`config.mk`:
```
export PLATFORM = sky130hd
export DESIGN_NAME = reg_set_arbiter
export DESIGN_NICKNAME = d
export VERILOG_FILES = /design/src/rtl/reg_set_arbiter.sv
export SDC_FILE = /design/constraint.sdc
export NUM_CORES = 1
export LEC_CHECK = 0
export ABC_AREA = 1
export CORE_ASPECT_RATIO = 0.6
export CORE_MARGIN = 3
export CORE_UTILIZATION = 45
export CTS_CLUSTER_DIAMETER = 100
export DETAILED_ROUTE_END_ITERATION = 8
export PLACE_DENSITY = 0.79
export SETUP_SLACK_MARGIN = 0.1
export SKIP_LAST_GASP = 1
export SLEW_MARGIN = 20
export SYNTH_ARGS = -nofsm -noshare
export SYNTH_HDL_FRONTEND = slang
export SYNTH_SLANG_ARGS = --single-unit
```
`constraint.sdc`:
```
create_clock -name clk -period 2.2 [get_ports clk]
set_input_delay 0.55 -clock clk [delete_from_list [all_inputs] [get_ports clk]]
set_output_delay 0.55 -clock clk [all_outputs]
set_load 0.01 [all_outputs]
```
`src/rtl/reg_set_arbiter.sv`:
```
`default_nettype none
// ============================================================================
// reg_set_arbiter
// Round-robin arbitration of two valid/ready write requesters onto a pair of
// storage registers. A capture cycle is followed by a commit cycle.
// Optional requester locking is enabled with ARB_LOCK_EN.
// Revision: 1.0
// ============================================================================
module reg_set_arbiter #(
  parameter int DATA_W = 8
) (
  input  logic              clk,
  input  logic              rst,
  input  logic              req0_valid,
  input  logic              req0_addr,
  input  logic [DATA_W-1:0] req0_data,
  output logic              req0_ready,
  input  logic              req1_valid,
  input  logic              req1_addr,
  input  logic [DATA_W-1:0] req1_data,
  output logic              req1_ready,
`ifdef ARB_LOCK_EN
  input  logic              req0_lock,
  input  logic              req1_lock,
`endif
  output logic [DATA_W-1:0] q0,
  output logic [DATA_W-1:0] q1,
  output logic              wr_done,
  output logic              wr_src
);

  typedef enum logic [0:0] {
    S_IDLE  = 1'b0,
    S_WRITE = 1'b1
  } state_t;

  state_t            r_state;
  state_t            w_state_nxt;
  logic              r_ptr;
  logic              r_hold_addr;
  logic [DATA_W-1:0] r_hold_data;
  logic              r_hold_src;

  logic              w_gnt0;
  logic              w_gnt1;
  logic              w_xfer;
  logic              w_win;
  logic              w_lock;
  logic              w_owner;
  logic              w_own_active;

`ifdef ARB_LOCK_EN
  logic r_owned;
  logic r_owner;

  assign w_owner      = r_owner;
  // Ownership only blocks the other side while the owner is still asking.
  assign w_own_active = r_owned && (r_owner ? req1_valid : req0_valid);
  assign w_lock       = w_win ? req1_lock : req0_lock;

  always_ff @(posedge clk) begin
    if (rst) begin
      r_owned <= 1'b0;
      r_owner <= 1'b0;
    end else if (r_state == S_IDLE) begin
      if (w_xfer) begin
        r_owned <= w_lock;
        r_owner <= w_win;
      end else if (r_owned && !w_own_active) begin
        r_owned <= 1'b0;
      end
    end
  end
`else
  assign w_owner      = 1'b0;
  assign w_own_active = 1'b0;
  assign w_lock       = 1'b0;
`endif

  assign w_xfer     = w_gnt0 | w_gnt1;
  assign w_win      = w_gnt1;
  assign req0_ready = w_gnt0;
  assign req1_ready = w_gnt1;

  always_comb begin
    w_gnt0      = 1'b0;
    w_gnt1      = 1'b0;
    w_state_nxt = r_state;
    if (!rst) begin
      case (r_state)
        S_IDLE: begin
          if (w_own_active) begin
            w_gnt0 = !w_owner;
            w_gnt1 = w_owner;
          end else if (req0_valid && req1_valid) begin
            w_gnt0 = !r_ptr;
            w_gnt1 = r_ptr;
          end else begin
            w_gnt0 = req0_valid;
            w_gnt1 = req1_valid;
          end
          if (w_gnt0 || w_gnt1) begin
            w_state_nxt = S_WRITE;
          end
        end
        S_WRITE: begin
          w_state_nxt = S_IDLE;
        end
        default: begin
          w_state_nxt = S_IDLE;
        end
      endcase
    end
  end

  always_ff @(posedge clk) begin
    if (rst) begin
      r_state <= S_IDLE;
    end else begin
      r_state <= w_state_nxt;
    end
  end

  always_ff @(posedge clk) begin
    if (rst) begin
      r_ptr       <= 1'b0;
      r_hold_addr <= 1'b0;
      r_hold_data <= '0;
      r_hold_src  <= 1'b0;
      q0          <= '0;
      q1          <= '0;
      wr_done     <= 1'b0;
      wr_src      <= 1'b0;
    end else begin
      wr_done <= 1'b0;
      case (r_state)
        S_IDLE: begin
          if (w_xfer) begin
            r_hold_addr <= w_win ? req1_addr : req0_addr;
            r_hold_data <= w_win ? req1_data : req0_data;
            r_hold_src  <= w_win;
            // A locked transfer keeps priority where it is.
            if (!w_lock) begin
              r_ptr <= ~w_win;
            end
          end
        end
        S_WRITE: begin
          if (r_hold_addr) begin
            q1 <= r_hold_data;
          end else begin
            q0 <= r_hold_data;
          end
          wr_done <= 1'b1;
          wr_src  <= r_hold_src;
        end
        default: begin
          wr_done <= 1'b0;
        end
      endcase
    end
  end

endmodule
`default_nettype wire

```
==> results of run 1 <==
-- power groups by stage --
| stage | sequential [W] | clock [W] | combinational [W] |
|---|---|---|---|
| after detailed placement | 0.000611 | 0 | 0.000231 |
| after floorplan | 0.000617 | 0 | 0.000108 |
| final | 0.000599 | 0.000452 | 0.000236 |
| after global routing | 0.000603 | 0.000486 | 0.000259 |
| after global placement | 0.000609 | 0 | 0.000222 |
| after CTS | 0.000599 | 0.000462 | 0.000235 |
-- metal layers --
layer | part of all wire [%] | vias up | GRT usage, %
met5 | 0 | - | 0
met4 | 3.1 | 0 | 12.6
met2 | 47 | 46 | 34.7
met1 | 44 | 568 | 27.7
li1 | - | 613 | -
met3 | 6.4 | 10 | 9.37
-- state kept, by name (all words and copies together) (netlist names) --
name	flops
r_hold_data	8
r_ptr	1
wr_src	1
q1	8
r_state	1
r_hold_src	1
wr_done	1
q0	8
r_hold_addr	1
-- worst register-to-register path, delay by kind of cell (launching register included) --
family | cells | cell delay [ps]
and+or+nand+nor | 4 | 390
DFF | 1 | 360
buffers and inverters | 4 | 390
-- metrics by stage --
step | std cells | power, W | TNS, ps
after floorplan | 155 | 0.000724 | 0
after global placement | 231 | 0.000831 | -490
after detailed placement | 231 | 0.000842 | -560
after CTS | 241 | 0.00130 | 0
after global routing | 241 | 0.00135 | 0
final | 241 | 0.00129 | 0
-- layout by cell type, fill, tap and decap left out, drive strengths merged --
cell           netlist  routed
clkinv               0       1
nand2               22      22
nand3               15      15
inv                 22      22
and3                 1       1
o21ai               17      17
buf                  5      11
a21oi               26      26
nor2                11      11
dlygate4sd2          0       5
a22o                 1       1
nand4                4       4
dfxtp               30      30
clkdlybuf4s50        0      36
clkbuf               1       7
-- area by class of cell --
| class | count | area, um^2 | area share [%] |
|---|---|---|---|
| multi-input cells | 97 | 510 | 28.1 |
| flip-flops and latches | 30 | 601 | 33.1 |
| inverters | 22 | 85.1 | 4.69 |
| clock buffers | 7 | 86.3 | 4.76 |
| repair buffers | 52 | 487 | 26.8 |
| clock inverters | 1 | 5.00 | 0.276 |
| well taps | 32 | 40.0 | 2.21 |
-- logic make-up after synthesis --
| kind of cell | count (synthesis) | synth area share [%] |
|---|---|---|
| buffers and inverters | 28 | 10.6 |
| AO/OA/AOI/OAI | 44 | 18.3 |
| AND/OR/NAND/NOR | 53 | 22.8 |
| flip-flops | 30 | 48.3 |
-- timing repair --
action	CTS	global route
resized for setup	5	0
setup endpoints to repair	2	0
buffers inserted	2	0
-- synthesized netlist by cell type (2+ instances only) --
library cell | count | area share [%]
nor2_1 | 9 | 2.7
nand2_4 | 4 | 3.6
dfxtp_1 | 30 | 48
nand4_1 | 4 | 2.0
nand2_1 | 17 | 5.1
a21oi_1 | 25 | 10
buf_4 | 2 | 1.2
inv_2 | 2 | 0.60
o21ai_0 | 17 | 6.8
inv_1 | 19 | 5.7
buf_6 | 2 | 1.8
nand3_1 | 14 | 5.6
-- worst min-delay path by stage --
stage,start,endpoint,slack (ps),cells past startpoint
final,r_hold_data[5],q0[5],490,2
after global routing,r_hold_data[6],q1[6],510,2
after CTS,r_hold_data[5],q0[5],490,2
after detailed placement,r_hold_data[6],q1[6],480,2
after global placement,wr_src,wr_src,470,1
after floorplan,r_hold_src,wr_src,440,1
==> impl_metrics.json, run 1 <==
{
  "ios": 42,
  "power_leakage_nw": 0.820,
  "routedWlPerCell_um": 14.2,
  "cp.arrival_ps": 1460,
  "power_frac_clock_pct": 35.1,
  "postLayoutCellArea_um2": 1810,
  "die_h_um": 46.7,
  "clk_path_buf_depth": 2,
  "rsz0062_at_grt": "no",
  "timing.final.crit_period_ps": 2010,
  "wirelength_um": 3420,
  "ys.flop_type": "dfxtp_1",
  "grt_pass1_vias": 1170,
  "insertedDiodeCount": 0,
  "finalMaxSlewViolations": 0,
  "r2r_cells": 8,
  "numCtsBuffers": 5,
  "dp_hpwl_um": 2470,
  "ys_warn_count": 0,
  "end_kind": "primary output",
  "initial_utilization_pct": 48.6,
  "cts_sinks": 30,
  "clock.fmax_ghz": 0.499,
  "syn_nets": 177,
  "slowest_delay_ps": 300,
  "io_buffers": 41,
  "cap_violations": 0,
  "critPathKind": "primary input to primary output",
  "syn_to_final_growth_pct": 46.0,
  "finClkSkew_ps": 3.33,
  "via_count": 1237,
  "ys_types": 22,
  "synth_cells": 155,
  "setup-violations-final": 0,
  "layout-drive-gt1-share_pct": 14.8,
  "drc_errors": 0,
  "placed_area_um2": 1710,
  "setup.worst_path.end": "req0_ready",
  "period_share_pct": 91.2,
  "coreArea_um2": 2560,
  "reg2reg_from": "r_state",
  "grt-ovfl-total": 0,
  "clkLatencyLatePin_ps": 280,
  "hold_viol_final": 0,
  "drt_first_pass_iters": 4,
  "synth_area_um2": 1240,
  "postCtsHoldBufs": 0,
  "cts.reportedPaths.clkPinSlew_ps": 60,
  "r2r_end": "r_hold_data[4]",
  "grt_pass1_wl_um": 5540,
  "worstSetupStartpoint": "req1_valid",
  "cp_slowest_cell": "dlygate4sd2_1",
  "seqPwrFrac_pct": 46.6,
  "path_depth": 4,
  "crit_path_frequent_cell": "dlygate4sd2_1",
  "p_comb_share_pct": 18.3,
  "htree_levels": 2,
  "placementRows": 14,
  "postRouteAntennaNets": 0,
  "ys_async_sr_fraction_pct": 0,
  "crit_family": "buffers and inverters",
  "vias_per_cell": 5.13,
  "powerDensity_nw_per_um2": 710,
  "outcome": "finished, final reports clean",
  "gp_congestion": 0.780,
  "power_switching_w": 0.000338,
  "vdd_drop_max_mv": 0.357,
  "worst_slack_ps": 194,
  "crit_chain": "dlygate4sd2_1 -> nand2_4 -> and3_4 -> dlygate4sd2_1",
  "cp-start-kind": "primary input",
  "postSynthAreaPerCell_um2": 8.02,
  "required_ps": 1650,
  "dpl_worst_slack_ps": -295,
  "p_sw_share_pct": 26.3,
  "path_buf_inv": 2,
  "die_w_um": 73.8,
  "grt_max_degree": 18,
  "worst_pin_slew_ps": 427,
  "ys_ff_latch": 30,
  "crit_fanout": 4,
  "cts_root_buf": "clkbuf_8",
  "intPower_w": 0.000949,
  "yosysSeqAreaShare_pct": 48.3,
  "final_nets": 230,
  "hold_class": "flip-flop to flip-flop",
  "antenna_found_initial": 0,
  "cts_tree": "built",
  "synth_edf_count": 0,
  "relSlewSlack_pct": 71.5,
  "grtUsageTotal_pct": 22.7,
  "timing.hold.ws_ps": 485,
  "dr.first_iter.drc_count": 75,
  "fin_util_pct": 70.9,
  "fillers": 202,
  "rrSetupSlack_ps": 950,
  "die_area_um2": 3450
}
Note: power is estimated with default switching activity, not from simulation.
==> inputs of run 2 (changes only) <==
==> constraint.sdc (replaced) <==
create_clock -name clk -period 2.45 [get_ports clk]
set_input_delay 0.6125 -clock clk [delete_from_list [all_inputs] [get_ports clk]]
set_output_delay 0.6125 -clock clk [all_outputs]
set_load 0.01 [all_outputs]
==> impl_metrics.json, run 2 (synthesis gave the netlist of run 1 again) <==
{
  "postCtsHoldBufs": 0,
  "hold_depth": 2,
  "grtUsageTotal_pct": 22.5,
  "syn_to_final_growth_pct": 48.0,
  "setup-violations-final": 0,
  "drc_errors": 0,
  "power_switching_w": 0.000314,
  "rsz0062_at_grt": "no",
  "placed_area_um2": 1710,
  "vdd_drop_max_mv": 0.279,
  "final_common_cell": "clkdlybuf4s50_1",
  "p_sw_share_pct": 25.4,
  "end_kind": "primary output",
  "finClkSkew_ps": 2.95,
  "placementRows": 14,
  "dp_hpwl_um": 2440,
  "postRouteAntennaNets": 0,
  "finalMaxSlewViolations": 0,
  "layout_common_cells": "36 x clkdlybuf4s50_1, 30 x dfxtp_1, 25 x a21oi_1",
  "power_leakage_nw": 0.849,
  "timing.final.crit_period_ps": 2120,
  "clkLatencyLatePin_ps": 280,
  "crit_fanout": 4,
  "wirelength_um": 3520,
  "htree_levels": 2,
  "antenna_found_initial": 0,
  "cts_sinks": 30,
  "coreArea_um2": 2560,
  "crit_family": "buffers and inverters",
  "grt-ovfl-total": 0,
  "cp-start-kind": "primary input",
  "clock.fmax_ghz": 0.472,
  "crit_chain": "dlygate4sd2_1 -> nand2_4 -> nand2_4 -> nand2_4 -> inv_1 -> dlygate4sd2_1",
  "cts_tree": "built",
  "path_buf_inv": 3,
  "grt_max_degree": 18,
  "insertedDiodeCount": 0,
  "power_frac_clock_pct": 39.3,
  "r2r_end": "r_hold_data[2]",
  "postLayoutCellArea_um2": 1840,
  "via_count": 1265,
  "p_comb_share_pct": 17.3,
  "hold_end": "q0[6]",
  "vias_per_cell": 5.25,
  "cp_slowest_cell": "dlygate4sd2_1",
  "layout-drive-gt1-share_pct": 15.3,
  "required_ps": 1840,
  "die_h_um": 46.7,
  "path_depth": 6,
  "critPathKind": "primary input to primary output",
  "routedWlPerCell_um": 14.6,
  "worst_pin_slew_ps": 438,
  "cap_violations": 0,
  "final_nets": 230,
  "grt_pass1_wl_um": 5680,
  "powerDensity_nw_per_um2": 674,
  "period_share_pct": 86.4,
  "cts.reportedPaths.clkPinSlew_ps": 60,
  "cp.arrival_ps": 1500,
  "initial_utilization_pct": 48.6,
  "slowest_delay_ps": 340,
  "io_buffers": 41,
  "ios": 42,
  "seqPwrFrac_pct": 43.4,
  "r2r_cells": 8,
  "hold_class": "flip-flop to flip-flop",
  "clk_path_buf_depth": 2,
  "outcome": "finished, final reports clean",
  "drt_first_pass_iters": 4,
  "crit_path_frequent_cell": "nand2_4",
  "grt_pass1_vias": 1226,
  "top_regs": "q0 x8, q1 x8, r_hold_data x8",
  "rrSetupSlack_ps": 1150,
  "hold_viol_final": 0,
  "relSlewSlack_pct": 70.8,
  "die_area_um2": 3450,
  "dr.first_iter.drc_count": 77,
  "numCtsBuffers": 5,
  "intPower_w": 0.000926,
  "reg2reg_from": "r_state",
  "die_w_um": 73.8,
  "cts_root_buf": "clkbuf_8",
  "min_from": "r_hold_data[6]",
  "gp_congestion": 0.780,
  "fin_util_pct": 71.9
}
run 2: changes by cell type in the layout (fill, tap and decap cells not counted), sizes merged:
cell          previous run  this run
dlymetal6s2s             0         2
clkinv                   1         2
bufinv                   0         1
dlygate4sd2              5         3
clkbuf                   7         5
run 2: worst max path at each step:
stage,from,endpoint,slack [ps]
floorplan,rst,req0_ready,760
global placement,req1_valid,req1_ready,-120
detailed placement,req1_valid,req0_ready,-170
CTS,req0_valid,req0_ready,-70
global route,rst,req1_ready,280
finish,req1_valid,req1_ready,330
run 2: layer usage:
layer / wire (um) / vias to the layer above / global-route usage [%]
li1: - / 614 / -
met5: 0 / - / 0
met4: 83 / 0 / 8.30
met2: 1730 / 53 / 39.6
met3: 242 / 11 / 6.10
met1: 1470 / 587 / 26.8
run 2: stage by stage:
step | total power [W] | instances | TNS, ps | hold WS (ps) | worst slack (ps)
detailed placement | 0.000756 | 231 | -311 | 481 | -171
floorplan | 0.000650 | 155 | 0 | 443 | 758
global route | 0.00128 | 241 | 0 | 522 | 280
global placement | 0.000746 | 231 | -240 | 469 | -122
finish | 0.00124 | 241 | 0 | 492 | 333
CTS | 0.00124 | 241 | -65.4 | 494 | -65.4
run 2: worst reg2reg max path, stage by stage, from the launching register on:
cell     delay (ps)
dfxtp_1         360
nor2_4          110
buf_4           140
buf_4           160
nand2_4         100
inv_4            90
nand3_1         110
nand2_1          80
inv_1            40
run 2: what timing repair did:
| item | CTS | global route |
|---|---|---|
| pin swaps | 1 | 0 |
| setup buffers | 2 | 0 |
| setup endpoints to repair | 2 | 2 |
| resized for setup | 3 | 2 |
run 2: power by group through the flow:
| stage | combinational, W | sequential [W] | clock [W] |
|---|---|---|---|
| 4_1_cts | 0.000214 | 0.000538 | 0.000485 |
| 6_report | 0.000215 | 0.000539 | 0.000487 |
| 3_5_place_dp | 0.000208 | 0.000548 | 0 |
| 3_3_place_gp | 0.000200 | 0.000546 | 0 |
| 5_1_grt | 0.000234 | 0.000541 | 0.000507 |
| 2_1_floorplan | 0.0000968 | 0.000554 | 0 |
run 2: layout make-up:
cell class / instances / area [um^2]
multi-input combinational: 97 / 510
sequential: 30 / 601
inverter: 22 / 85.1
tap: 32 / 40.0
clock buffer: 5 / 68.8
fill: 182 / 718
timing repair buffer: 52 / 494
clock inverter: 3 / 40.0
